--- config.mk ---
export PLATFORM = sky130hd
export DESIGN_NAME = trend_signal_detector
export DESIGN_NICKNAME = d
export VERILOG_FILES = /design/src/rtl/trend_pkg.sv /design/src/rtl/trend_sat_counter.sv /design/src/rtl/trend_signal_detector.sv
export SDC_FILE = /design/constraint.sdc
export NUM_CORES = 1
export LEC_CHECK = 0
export BUFFER_PORTS_ARGS = -buffer_cell sky130_fd_sc_hd__clkbuf_2
export CORE_MARGIN = 4
export CORE_UTILIZATION = 40
export DETAILED_ROUTE_END_ITERATION = 8
export SLEW_MARGIN = 20
export SYNTH_ARGS = -nofsm -noshare
export SYNTH_HDL_FRONTEND = slang
export SYNTH_HIERARCHICAL = 1
export SYNTH_SLANG_ARGS = --single-unit
--- constraint.sdc ---
create_clock -name clk -period 8.75 [get_ports clk]
set_input_delay 0.875 -clock clk [delete_from_list [all_inputs] [get_ports clk]]
set_output_delay 0.875 -clock clk [all_outputs]
set_load 0.01 [all_outputs]
--- src/rtl/trend_pkg.sv ---
// rtl/trend_pkg.sv - shared state/class encodings and counter widths for the trend detector
package trend_pkg;

    typedef enum logic [1:0] {
        ST_FLAT  = 2'b00,
        ST_LONG  = 2'b01,
        ST_SHORT = 2'b10
    } trend_state_e;

    typedef enum logic [1:0] {
        CLS_INSIDE = 2'b00,
        CLS_ABOVE  = 2'b01,
        CLS_BELOW  = 2'b10
    } trend_class_e;

    localparam int CONFIRM_W = 4;
    localparam int WARMUP_W  = 8;
    localparam int TRADE_W   = 16;

endpackage

--- src/rtl/trend_sat_counter.sv ---
// rtl/trend_sat_counter.sv - saturating up-counter with synchronous clear
module trend_sat_counter #(
    parameter int               WIDTH = 8,
    parameter logic [WIDTH-1:0] MAX   = '1
) (
    input  logic             clk,
    input  logic             rst,
    input  logic             i_clear,
    input  logic             i_enable,
    output logic [WIDTH-1:0] o_count
);

    logic [WIDTH-1:0] r_count;

    // clear together with enable restarts the count at 1 rather than 0
    always_ff @(posedge clk) begin
        if (rst) begin
            r_count <= '0;
        end else if (i_clear) begin
            r_count <= {{(WIDTH-1){1'b0}}, i_enable};
        end else if (i_enable && (r_count != MAX)) begin
            r_count <= r_count + 1'b1;
        end
    end

    assign o_count = r_count;

endmodule

--- src/rtl/trend_signal_detector.sv ---
// rtl/trend_signal_detector.sv - price vs moving-average trend FSM with hysteresis and confirmation
module trend_signal_detector
    import trend_pkg::*;
#(
    parameter int WIDTH    = 16,
    parameter int MA_SHIFT = 0,
    parameter int CONFIRM  = 3,
    parameter int WARMUP   = 8
) (
    input  logic             clk,
    input  logic             rst,
    input  logic             in_valid,
    input  logic [WIDTH-1:0] price_in,
    input  logic [WIDTH+3:0] ma_in,
    input  logic [WIDTH-1:0] thresh,
    output logic             out_valid,
    output logic [WIDTH+4:0] diff_out,
    output logic [1:0]       state,
    output logic             buy_pulse,
    output logic             sell_pulse,
    output logic [15:0]      trade_count
);

    localparam int DW = WIDTH + 5;

    logic signed [WIDTH+3:0] w_ma_aligned;
    logic signed [DW-1:0]    w_price_ext;
    logic signed [DW-1:0]    w_ma_ext;
    logic signed [DW-1:0]    w_diff;
    logic signed [DW-1:0]    w_th_pos;
    logic signed [DW-1:0]    w_th_neg;
    trend_class_e            w_class;

    assign w_ma_aligned = $signed(ma_in) >>> MA_SHIFT;
    assign w_price_ext  = {{5{price_in[WIDTH-1]}}, price_in};
    assign w_ma_ext     = {w_ma_aligned[WIDTH+3], w_ma_aligned};
    assign w_diff       = w_price_ext - w_ma_ext;
    assign w_th_pos     = {5'b0, thresh};
    assign w_th_neg     = -w_th_pos;

    always_comb begin
        w_class = CLS_INSIDE;
        if (w_diff > w_th_pos) begin
            w_class = CLS_ABOVE;
        end else if (w_diff < w_th_neg) begin
            w_class = CLS_BELOW;
        end
    end

    trend_state_e            r_state;
    trend_state_e            w_state_next;
    trend_class_e            r_cand;
    logic                    r_out_valid;
    logic [DW-1:0]           r_diff;
    logic                    r_buy;
    logic                    r_sell;

    logic [WARMUP_W-1:0]     w_warm_cnt;
    logic                    w_warm_done;
    logic [CONFIRM_W-1:0]    w_conf_cnt;
    logic [TRADE_W-1:0]      w_trade_cnt;

    logic                    w_active;
    logic                    w_agree;
    logic                    w_counting;
    logic                    w_reversal;
    logic [CONFIRM_W:0]      w_next_cnt;
    logic                    w_conf_clear;
    logic                    w_conf_en;
    logic                    w_buy_next;
    logic                    w_sell_next;
    logic                    w_fire;

    assign w_warm_done = (w_warm_cnt == WARMUP_W'(WARMUP));
    assign w_active    = in_valid && w_warm_done;
    assign w_agree     = ((r_state == ST_LONG)  && (w_class == CLS_ABOVE)) ||
                         ((r_state == ST_SHORT) && (w_class == CLS_BELOW));

    trend_sat_counter #(
        .WIDTH (WARMUP_W),
        .MAX   (WARMUP_W'(WARMUP))
    ) u_warmup_cnt (
        .clk      (clk),
        .rst      (rst),
        .i_clear  (1'b0),
        .i_enable (in_valid && !w_warm_done),
        .o_count  (w_warm_cnt)
    );

    trend_sat_counter #(
        .WIDTH (CONFIRM_W),
        .MAX   ({CONFIRM_W{1'b1}})
    ) u_confirm_cnt (
        .clk      (clk),
        .rst      (rst),
        .i_clear  (w_conf_clear),
        .i_enable (w_conf_en),
        .o_count  (w_conf_cnt)
    );

    trend_sat_counter #(
        .WIDTH (TRADE_W),
        .MAX   ({TRADE_W{1'b1}})
    ) u_trade_cnt (
        .clk      (clk),
        .rst      (rst),
        .i_clear  (1'b0),
        .i_enable (w_fire),
        .o_count  (w_trade_cnt)
    );

    // A sample opposing the state (or either direction in FLAT) advances the streak;
    // switching candidate direction restarts the streak at this sample.
    always_comb begin
        w_state_next = r_state;
        w_counting   = 1'b0;
        w_reversal   = 1'b0;
        w_next_cnt   = '0;
        w_conf_clear = 1'b0;
        w_conf_en    = 1'b0;
        w_buy_next   = 1'b0;
        w_sell_next  = 1'b0;
        w_fire       = 1'b0;
        if (w_active) begin
            if ((w_class == CLS_INSIDE) || w_agree) begin
                w_conf_clear = 1'b1;
            end else begin
                w_counting = 1'b1;
                w_reversal = (w_conf_cnt != '0) && (r_cand != w_class);
                w_next_cnt = w_reversal ? (CONFIRM_W+1)'(1)
                                        : {1'b0, w_conf_cnt} + (CONFIRM_W+1)'(1);
                if (w_next_cnt >= (CONFIRM_W+1)'(CONFIRM)) begin
                    w_fire       = 1'b1;
                    w_conf_clear = 1'b1;
                    if (w_class == CLS_ABOVE) begin
                        w_state_next = ST_LONG;
                        w_buy_next   = 1'b1;
                    end else begin
                        w_state_next = ST_SHORT;
                        w_sell_next  = 1'b1;
                    end
                end else begin
                    w_conf_clear = w_reversal;
                    w_conf_en    = 1'b1;
                end
            end
        end
    end

    always_ff @(posedge clk) begin
        if (rst) begin
            r_state     <= ST_FLAT;
            r_cand      <= CLS_INSIDE;
            r_out_valid <= 1'b0;
            r_diff      <= '0;
            r_buy       <= 1'b0;
            r_sell      <= 1'b0;
        end else begin
            r_state     <= w_state_next;
            r_out_valid <= in_valid;
            r_buy       <= w_buy_next;
            r_sell      <= w_sell_next;
            if (in_valid) begin
                r_diff <= w_diff;
            end
            if (w_counting) begin
                r_cand <= w_class;
            end
        end
    end

    assign out_valid   = r_out_valid;
    assign diff_out    = r_diff;
    assign state       = r_state;
    assign buy_pulse   = r_buy;
    assign sell_pulse  = r_sell;
    assign trade_count = w_trade_cnt;

endmodule

# Word level (Yosys, flattened, before mapping)
# Cells that the tools add are included.
dict set report op_classes {
  n_mux 19
  n_lt_le_gt_ge 3
  n_eq_ne 9
  add_sub_neg 6
  bitwise_logic 3
  n_reduce_logical 17
}
# op n
set ops {}
lappend ops {{$gt A21 B17 Y1} 1}
lappend ops {{$lt A21 B21 Y1} 1}
lappend ops {{$neg A16 Y21} 1}
lappend ops {{$sub A16 B20 Y21} 1}
lappend ops {{$add A16 B1 Y16 const B} 1}
lappend ops {{$ne A16 B16 Y1 const B} 1}
lappend ops {{$mux W1} 15}
lappend ops {{$add A8 B1 Y8 const B} 1}
lappend ops {{$eq A8 B4 Y1 const B} 1}
lappend ops {{$logic_and A1 B1 Y1} 8}
lappend ops {{$ne A8 B4 Y1 const B} 1}
lappend ops {{$mux W2} 3}
lappend ops {{$add A4 B1 Y5 const B} 1}
lappend ops {{$ge A5 B2 Y1 const B} 1}
lappend ops {{$mux W5} 1}
lappend ops {{$add A4 B1 Y4 const B} 1}
lappend ops {{$eq A2 B1 Y1 const B} 2}
lappend ops {{$eq A2 B2 Y1 const B} 2}
lappend ops {{$ne A4 B4 Y1 const B} 1}
lappend ops {{$reduce_bool A4 Y1} 1}
lappend ops {{$reduce_or A4 Y1} 1}
lappend ops {{$not A1 Y1} 3}
lappend ops {{$reduce_and A3 Y1} 1}
lappend ops {{$logic_not A2 Y1} 1}
lappend ops {{5 further kinds} 6}
dict set report word_totals {
  inputBits 55
  out_inout_bits 42
  register_bits 56
}

# Logic depth before layout (Yosys ltp)
# Gate-level depths: netlist (run 1).
dict set report logic_depth {
  word_depth 14
  depth_mapped 27
  ltp_nobuf 27
}

# By module
# Netlist (run 1), hierarchy kept.
# mod n_inst area_per_inst_um2 cells_each seq_area_each_um2
set modules_own_cells {}
lappend modules_own_cells {trend_signal_detector 1 3499.6 448 560.5}
lappend modules_own_cells {{trend_sat_counter at u_trade_cnt} 1 810.8 93 320.3}
lappend modules_own_cells {{trend_sat_counter at u_warmup_cnt} 1 432.9 50 160.2}
lappend modules_own_cells {{trend_sat_counter at u_confirm_cnt} 1 201.4 22 80.1}

# Worst setup path before layout (run 1)
# OpenSTA, ideal clock, no wires.
dict set report synth_path {
  path_type {input to register}
  startpoint {in price_in[0]}
  endpoint {reg u_trade_cnt.r_count[15], in the netlist u_trade_cnt/o_count[15]}
  t_arrival_ns 5.587
  setup_slack_ns 3.103
  path_stages 27
  setup_ns 0.059
  required_time_ns 8.691
  path_buffers 0
  cell_sequence {inv_1 ha_1 fa_1 nand2b_1 a21oi_2 o21ai_0 a21oi_1 nor2b_1 o21bai_1 a21oi_1 xnor2_1 ha_1 nand2_1 nor3_1 nand4_1 o22ai_1 a31oi_1 nor4_1 a21oi_1 o31a_1 a211o_1 inv_1 and4_4 and4_4 o21ai_2 or4_1 nand2_1}
}
dict set report synth_between {
  elab_chain_len 12
  elab_cells_between_ends 20
  cone_classes {add/sub: 1; order compare: 3; eq/ne: 3; mux: 6; reduce/logical: 7}
}
# item line_no
set synth_rtl {}
lappend synth_rtl {{start: declaration} trend_signal_detector.sv:13} ;# input logic [WIDTH-1:0] price_in,
lappend synth_rtl {{$sub A16 B20 Y21 *} trend_signal_detector.sv:37} ;# assign w_diff = w_price_ext - w_ma_ext;
lappend synth_rtl {{net w_diff[14]} trend_signal_detector.sv:29} ;# logic signed [DW-1:0] w_diff;
lappend synth_rtl {{$lt A21 B21 Y1} trend_signal_detector.sv:45} ;# end else if (w_diff < w_th_neg) begin
lappend synth_rtl {{$mux W2} trend_signal_detector.sv:45}
lappend synth_rtl {{$mux W2 *} trend_signal_detector.sv:43} ;# if (w_diff > w_th_pos) begin
lappend synth_rtl {{$ne A2 B2 Y1} trend_signal_detector.sv:129} ;# w_reversal = (w_conf_cnt != '0) && (r_cand != w_class);
lappend synth_rtl {{$logic_and A1 B1 Y1} trend_signal_detector.sv:129}
lappend synth_rtl {{$mux W5} trend_signal_detector.sv:130} ;# w_next_cnt = w_reversal ? (CONFIRM_W+1)'(1)
lappend synth_rtl {{$ge A5 B2 Y1} trend_signal_detector.sv:132} ;# if (w_next_cnt >= (CONFIRM_W+1)'(CONFIRM)) begin
lappend synth_rtl {{$mux W1} trend_signal_detector.sv:132}
lappend synth_rtl {{$mux W1 *} trend_signal_detector.sv:125} ;# if ((w_class == CLS_INSIDE) || w_agree) begin
lappend synth_rtl {{$mux W1 *} trend_signal_detector.sv:124} ;# if (w_active) begin
lappend synth_rtl {{net w_fire} trend_signal_detector.sv:72} ;# logic w_fire;
lappend synth_rtl {{$logic_and A1 B1 Y1 *} trend_sat_counter.sv:21} ;# end else if (i_enable && (r_count != MAX)) begin
lappend synth_rtl {{end signal: assignment} trend_sat_counter.sv:20} ;# r_count <= {{(WIDTH-1){1'b0}}, i_enable};
lappend synth_rtl {{end signal: assignment} trend_sat_counter.sv:22} ;# r_count <= r_count + 1'b1;
lappend synth_rtl {{end: declaration} trend_sat_counter.sv:13} ;# logic [WIDTH-1:0] r_count;
# The timed path passes the listed nets; every way through them passes the cells marked *.
# A chain may end at the register's enable or synchronous reset.

# Worst setup path in the final report (run 1)
# Ends and elaborated chain as after synthesis.

==> out/results.tsv, run 1 <==
metric	value	unit
outcome	completed	
synth_area	0.00494	mm2
viasPerCell	5.36	
drt_iter0_markers	254	
fillers	1199	
area_delta_synth_final	15.9	%
p_seq_share	36.5	%
switching_share	35.4	%
netlist_instances	613	
worstPathRequired	9000	ps
synthArstFlopShare	0	%
synth-edff-count	0	
grt_pass1_vias	4646	
final_area	0.00573	mm2
holdCritPathClass	flop to flop	
postPlaceCellArea	0.00559	mm2
rsz0062_at_grt	false	
drcViolationCount	0	
die-area	0.0142	mm2
gp_congestion	0.872	
antenna_found_initial	0	
design.core.area	0.0121	mm2
cp-end-kind	flop	
period_share	69.8	%
synth_seq_area_share	22.7	%
cts_buffers	5	
ys_ff_latch	56	
finalCriticalPeriod	6110	ps
vdd_drop_max	0.0000719	V
power_density	131	mW/mm2
numPortBuffers	96	
clkPwrFrac	27.1	%
postCtsSetupRepairBufs	0	
yosys_most_used_dff	dfxtp_1	
place_inst	872	
grt_max_degree	42	
hpwl	10400	um
diodes	0	
initial_core_util	41.0	%
post_drt_wl_per_cell	14.5	um
netlist.area_leader.share	22.7	%
fin_worst_skew	9.07	ps
grt_usage	17.8	%
cts_max_path_buffers	2	
ys_warn_count	6	
synth_largest_area_cell	dfxtp_1	
cap_violations	0	
mostFrequentLayoutCell	clkbuf_2	
final_cells	880	
pwr-share-comb	36.3	%
io_pins	97	
clk-insertion-delay-late	300	ps
cts-htree-levels	2	
synthDistinctLibCells	83	
syn_avg_cell_area	8.07	um2
intPower	485	uW
startpoint_type	primary input	
switching_power	265	uW
max_slew_margin	42.9	%
drive_above_1_share	19.0	%
critical_path_arrival	6360	ps
cts-root-buf	clkbuf_16	
first_pass_iters	4	
cts.repair.resized	0	
fmax	164	MHz
crit_type	primary input to flop	
worst_pin_slew	857	ps
power.leakage	0.00261	uW
clk_pin_slew_worst_paths	80	ps
most-common-layout-cells	clkbuf_2 (96), inv_1 (62), ha_1 (62)	
wl	12800	um
critPathMaxFanout	8	
grt_pass1_wl	21300	um
tns	0	ps
dieWidth	119	um
die-height	119	um
final_net_count	829	
ant_nets	0	
cts_tree	done	
finalMaxSlewViolations	0	
setup_violations	0	
cts.sinks	56	
rows	40	
hold_violations	0	
synth_area_leaders	dfxtp_1 (23%), ha_1 (16%), inv_1 (4.7%)	
utilization	47.5	%
holdBufCountCts	0	
grt_overflow	0	
via_count	4720	
==> worst paths after layout <==
kind,slack [ps],cells after the start,endpoint,startpoint
worst max-delay path,2640,25,u_trade_cnt/o_count[15],price_in[0]
worst min-delay path,490,2,diff_out[20],diff_out[20]
worst max register to register,5700,11,u_trade_cnt/o_count[15],u_warmup_cnt/o_count[0]
worst min register to register,490,2,diff_out[20],diff_out[20]
==> kinds of logic after synthesis <==
family          share of synthesized area, %
other cells                           0.0758
fa+ha+maj                               16.1
xor+xnor                                7.41
buf+inv                                 6.35
flops                                   22.7
compound gates                          20.2
simple gates                            22.8
mux                                     4.38
==> cell usage after synthesis (all sizes together), types with 3 or more instances <==
| cell type | n |
|---|---|
| a211o | 6 |
| a211oi | 8 |
| a21o | 6 |
| a21oi | 46 |
| a31oi | 10 |
| and3 | 7 |
| and4 | 8 |
| buf | 9 |
| clkbuf | 5 |
| dfxtp | 56 |
| ha | 62 |
| inv | 62 |
| mux2i | 19 |
| nand2 | 42 |
| nand2b | 8 |
| nand3 | 17 |
| nand4 | 11 |
| nor2 | 61 |
| nor2b | 7 |
| nor3 | 9 |
| nor4 | 11 |
| nor4b | 3 |
| o2111ai | 4 |
| o211ai | 11 |
| o21a | 4 |
| o21ai | 27 |
| o31a | 3 |
| o31ai | 3 |
| or2 | 6 |
| or3 | 4 |
| or4 | 3 |
| xnor2 | 24 |
| xor2 | 17 |
==> critical path: stages <==
cell	delay, ps
clkbuf_2	70
inv_1	30
ha_1	210
fa_1	400
nand2b_1	190
a21oi_2	210
o21ai_1	180
o221ai_1	280
a2bb2oi_1	450
inv_1	150
ha_1	350
and4_1	230
o21ai_0	80
a31oi_1	80
o31a_1	120
a311o_2	360
a21oi_1	180
o211ai_1	190
a211o_1	400
inv_1	190
and4_4	270
and4_4	240
o21ai_2	70
or4_1	470
nand2_1	70
==> power by group through the flow <==
stage          clock network (uW)  registers [uW]  logic (uW)
2_1_floorplan                   0             283         184
3_3_place_gp                    0             280         265
3_5_place_dp                    0             280         272
4_1_cts                       209             274         273
5_1_grt                       216             275         307
6_report                      204             274         272
==> through the flow <==
step / worst slack (ps) / total power [uW] / hold slack [ps]
global route: 2210 / 799 / 512
detailed placement: 2350 / 552 / 480
CTS: 2650 / 757 / 491
finish: 2640 / 750 / 489
floorplan: 3100 / 467 / 475
global placement: 2430 / 545 / 478
==> metal layers <==
metal,track usage [%],routed length [um],vias up
met1,22.0,5860,2179
met3,1.99,530,20
met4,6.37,290,0
met2,31.6,6110,112
li1,-,-,2409
met5,0,0,-
==> sequential cells by signal, summed over array words and instances, names as in the netlist <==
register and flops:
buy_pulse 1, diff_out 21, out_valid 1, r_cand 2, sell_pulse 1, state 2
u_confirm_cnt/o_count 4, u_trade_cnt/o_count 16, u_warmup_cnt/o_count 8
==> area by class of cell <==
cell class                      count  area (um2)  share of cell area [%]
Multi-Input combinational cell    490        3540                    61.8
Sequential cell                    56        1120                    19.6
Clock buffer                        6         129                    2.25
Tap cell                          168         210                    3.67
Clock inverter                      2        16.3                   0.284
Inverter                           62         233                    4.06
Timing Repair Buffer               96         480                    8.38
(Power assumes the default switching activity.)
==> run 2, diff against run 1 <==
==> constraint.sdc (replaced) <==
create_clock -name clk -period 5.4 [get_ports clk]
set_input_delay 0.54 -clock clk [delete_from_list [all_inputs] [get_ports clk]]
set_output_delay 0.54 -clock clk [all_outputs]
set_load 0.01 [all_outputs]
==> out/results.tsv, run 2 (synthesis gave the netlist of run 1 again) <==
metric	value	unit
path_buf_inv	5	
numPortBuffers	96	
finalMaxSlewViolations	0	
top_layer_used	met4	
first_pass_iters	4	
diodes	0	
drcViolationCount	0	
die-area	0.0142	mm2
die-height	119	um
grt_usage	18.3	%
grt_overflow	0	
crit_type	primary input to flop	
worstPathRequired	5650	ps
power_density	210	mW/mm2
startpoint_type	primary input	
cap_violations	0	
cp_slowest_cell	or4_1	
hold_violations	0	
slowest_delay	480	ps
met3_length	557	um
worst_path_dominant_cell_family	compound AO/OA/AOI/OAI gates	
io_pins	97	
viasPerCell	5.21	
place_ws	-240	ps
cts-root-buf	clkbuf_16	
most-common-layout-cells	clkbuf_2 (96), inv_1 (62), ha_1 (61)	
pwr-share-comb	40.4	%
critical_path_arrival	5410	ps
dieWidth	119	um
tns	0	ps
max_slew_margin	42.2	%
wl	13000	um
cts-htree-levels	2	
antenna_found_initial	0	
switching_share	34.8	%
holdBufCountCts	0	
setup_ws	236	ps
wl_met2	6390	um
holdCritPathClass	flop to flop	
area_delta_synth_final	25.7	%
final_net_count	879	
grt_pass1_vias	4782	
period_share	95.6	%
vdd_drop_max	0.000114	V
ant_nets	0	
clkPwrFrac	25.5	%
rows	40	
power.leakage	0.00287	uW
setup_violations	0	
fmax	194	MHz
hpwl	10600	um
drt_iter0_markers	204	
worst_path_most_repeated_cell	inv_1	
p_seq_share	34.0	%
intPower	850	uW
fin_worst_skew	7.33	ps
cts_buffers	5	
critPathMaxFanout	3	
clk_pin_slew_worst_paths	80	ps
outcome	completed	
gp_congestion	0.873	
total_power	1300	uW
switching_power	453	uW
cts_tree	done	
cts_max_path_buffers	2	
drive_above_1_share	26.6	%
m1WireLength	5810	um
worst_pin_slew	867	ps
finalCriticalPeriod	5160	ps
initial_core_util	41.0	%
cts.sinks	56	
post_drt_wl_per_cell	14.0	um
design.core.area	0.0121	mm2
grt_pass1_wl	21900	um
mostFrequentLayoutCell	clkbuf_2	
largest_reg_flops	21	
clk-insertion-delay-late	300	ps
via_count	4846	
cp-end-kind	flop	
grt_max_degree	42	
==> run 2: cell count changes in the layout (fill, tap and decap cells not counted), sizes merged <==
cell | before | now
buf | 0 | 50
clkbuf | 102 | 101
inv | 62 | 63
==> run 2: repair_timing <==
| action | CTS | global route |
|---|---|---|
| gates resized for setup | 0 | 23 |
| setup buffers | 0 | 2 |
| hold endpoints to repair | 0 | 0 |
| setup endpoints to repair | 0 | 17 |
==> run 2: path summary, 6_finish.rpt <==
| check | from | end | slack, ps | cells after the start |
|---|---|---|---|---|
| worst max-delay path | ma_in[5] | u_trade_cnt/o_count[15] | 240 | 26 |
| worst min-delay path | diff_out[1] | diff_out[1] | 480 | 2 |
| worst max register to register | u_warmup_cnt/o_count[0] | u_trade_cnt/o_count[15] | 2740 | 11 |
| worst min register to register | diff_out[1] | diff_out[1] | 480 | 2 |
==> run 2: final cells by class <==
type                            count  area (um2)
Timing Repair Buffer              146         856
Multi-Input combinational cell    490        3650
Sequential cell                    56        1120
Fill cell                        1175        5850
Inverter                           62         233
Tap cell                          168         210
Clock buffer                        5         125
Clock inverter                      3        21.3
==> run 2: worst register-to-register path: stages (launching register included) <==
cell,delay (ps)
dfxtp_1,400
nor4b_1,400
nand3_1,150
inv_1,120
o211ai_1,120
a211o_1,270
inv_1,80
and4_4,230
and4_4,230
o21ai_2,60
or4_1,480
nand2_1,80
==> run 2: metrics by stage <==
stage | hold slack (ps) | utilization (%) | std cells | area, um2
2_1_floorplan | 475 | - | 622 | 4980
3_3_place_gp | 475 | 49.3 | 920 | 5950
3_5_place_dp | 477 | 49.3 | 920 | 5950
4_1_cts | 488 | 50.5 | 928 | 6090
5_1_grt | 509 | 51.5 | 930 | 6220
6_report | 484 | 51.5 | 930 | 6220
==> run 2: power by group through the flow <==
stage / logic, uW / clock network [uW] / registers, uW
6_report: 527 / 333 / 444
5_1_grt: 594 / 356 / 446
4_1_cts: 502 / 346 / 444
3_5_place_dp: 499 / 0 / 454
3_3_place_gp: 490 / 0 / 453
2_1_floorplan: 298 / 0 / 459
==> run 2: per-layer routing <==
| layer | up-vias | GRT usage (%) |
|---|---|---|
| met5 | - | 0 |
| met4 | 0 | 5.36 |
| met3 | 13 | 2.09 |
| met2 | 101 | 33.2 |
| met1 | 2235 | 22.6 |
| li1 | 2497 | - |
==> run 3, diff against run 2 <==
--- a/config.mk
+++ b/config.mk
@@ -9,6 +9,7 @@
 export CORE_MARGIN = 4
 export CORE_UTILIZATION = 40
 export DETAILED_ROUTE_END_ITERATION = 8
+export REMOVE_ABC_BUFFERS = 1
 export SLEW_MARGIN = 20
 export SYNTH_ARGS = -nofsm -noshare
 export SYNTH_HDL_FRONTEND = slang
==> out/results.tsv, run 3 (synthesis gave the netlist of run 1 again) <==
metric	value	unit
outcome	completed	
gp_congestion	0.858	
holdBufCountCts	0	
setup_violations	0	
io_pins	97	
hold_violations	0	
finalCriticalPeriod	5250	ps
grt_pass1_vias	4735	
critical_path_arrival	5510	ps
total_power	1340	uW
drcViolationCount	0	
cp-end-kind	flop	
grt_usage	18.5	%
initial_core_util	41.0	%
place_ws	-196	ps
grt_overflow	0	
critPathMaxFanout	2	
grt_max_degree	42	
utilization	51.2	%
clk-insertion-delay-late	310	ps
grt_pass1_wl	22100	um
design.core.area	0.0121	mm2
drive_above_1_share	25.5	%
r2r_slack	2730	ps
diodes	0	
viasPerCell	5.29	
cap_violations	0	
cts_buffers	5	
clk_pin_slew_worst_paths	70	ps
holdCritPathClass	flop to flop	
startpoint_type	primary input	
tns	0	ps
max_slew_margin	52.4	%
largest_reg_flops	21	
cts-root-buf	clkbuf_16	
via_count	4890	
worst_pin_slew	708	ps
cts.sinks	56	
min_from	diff_out[1]	
drt_iter0_markers	373	
area_delta_synth_final	24.9	%
cts_max_path_buffers	2	
final_cells	925	
rows	40	
hpwl	10600	um
most-common-layout-cells	clkbuf_2 (96), inv_1 (62), ha_1 (62)	
fmax	190	MHz
wl	13100	um
final_net_count	874	
power_density	217	mW/mm2
antenna_found_initial	0	
crit_type	primary input to flop	
first_pass_iters	6	
ant_nets	0	
period_share	97.2	%
cts_tree	done	
crit_path_start	price_in[0]	
place_inst	914	
die-height	119	um
dieWidth	119	um
vdd_drop_max	0.000130	V
numPortBuffers	96	
fin_worst_skew	2.57	ps
die-area	0.0142	mm2
cts-htree-levels	2	
mostFrequentLayoutCell	clkbuf_2	
rr_startpoint	u_warmup_cnt/o_count[0]	
worstPathRequired	5660	ps
setup_ws	151	ps
power.leakage	0.00287	uW
finalMaxSlewViolations	0	
post_drt_wl_per_cell	14.2	um
run 3: area by class of cell:
type / instances / area [um2]
inverters: 62 / 233
clock inverters: 2 / 38.8
fillers: 1203 / 5880
clock buffers: 6 / 139
flip-flops and latches: 56 / 1120
repair buffers: 141 / 818
multi-input cells: 490 / 3620
well taps: 168 / 210
run 3: timing repair:
action,in CTS,in global routing
resized for setup,0,14
buffers inserted,0,3
endpoints found under the setup margin,0,10
run 3: metrics by stage:
step           hold slack, ps  cell area (um2)
6_report                  478             6180
5_1_grt                   515             6180
4_1_cts                   482             6080
3_5_place_dp              471             5900
3_3_place_gp              468             5900
2_1_floorplan             475             4900
run 3: worst paths after layout:
check | cells past startpoint | endpoint
worst max register to register | 11 | u_trade_cnt/o_count[15]
worst min-delay path | 2 | diff_out[1]
worst min register to register | 2 | diff_out[1]
worst max-delay path | 28 | u_trade_cnt/o_count[15]
run 3: per-layer routing:
layer | vias to the layer above | track usage [%] | wire length, um
met2 | 101 | 31.4 | 6090
met1 | 2294 | 24.2 | 6280
li1 | 2487 | - | -
met3 | 8 | 4.13 | 646
met4 | 0 | 3.69 | 104
met5 | - | 0 | 0
run 3: critical path, cell delays in order:
cell      delay (ps)
clkbuf_2          80
inv_1             30
ha_1             210
fa_2             350
nand2b_4         160
a21oi_4          160
o21ai_1          100
a21oi_1          130
nor2b_1           80
o21bai_1         180
a21oi_2           90
xnor2_2          170
ha_1             310
nand2_1           90
nor3_2           210
nand4_1          160
o22ai_2          160
a31oi_2           70
nor4_2           320
a21oi_1          130
o31a_1           310
a211o_1          310
inv_1             80
and4_4           230
and4_4           220
o21ai_2           60
or4_1            470
nand2_1           70
run 3: power by group:
group	switching, uW	total, uW	internal (uW)
Combinational	275	503	228
Clock	162	394	233
Sequential	11.7	443	432
Total	448	1340	893
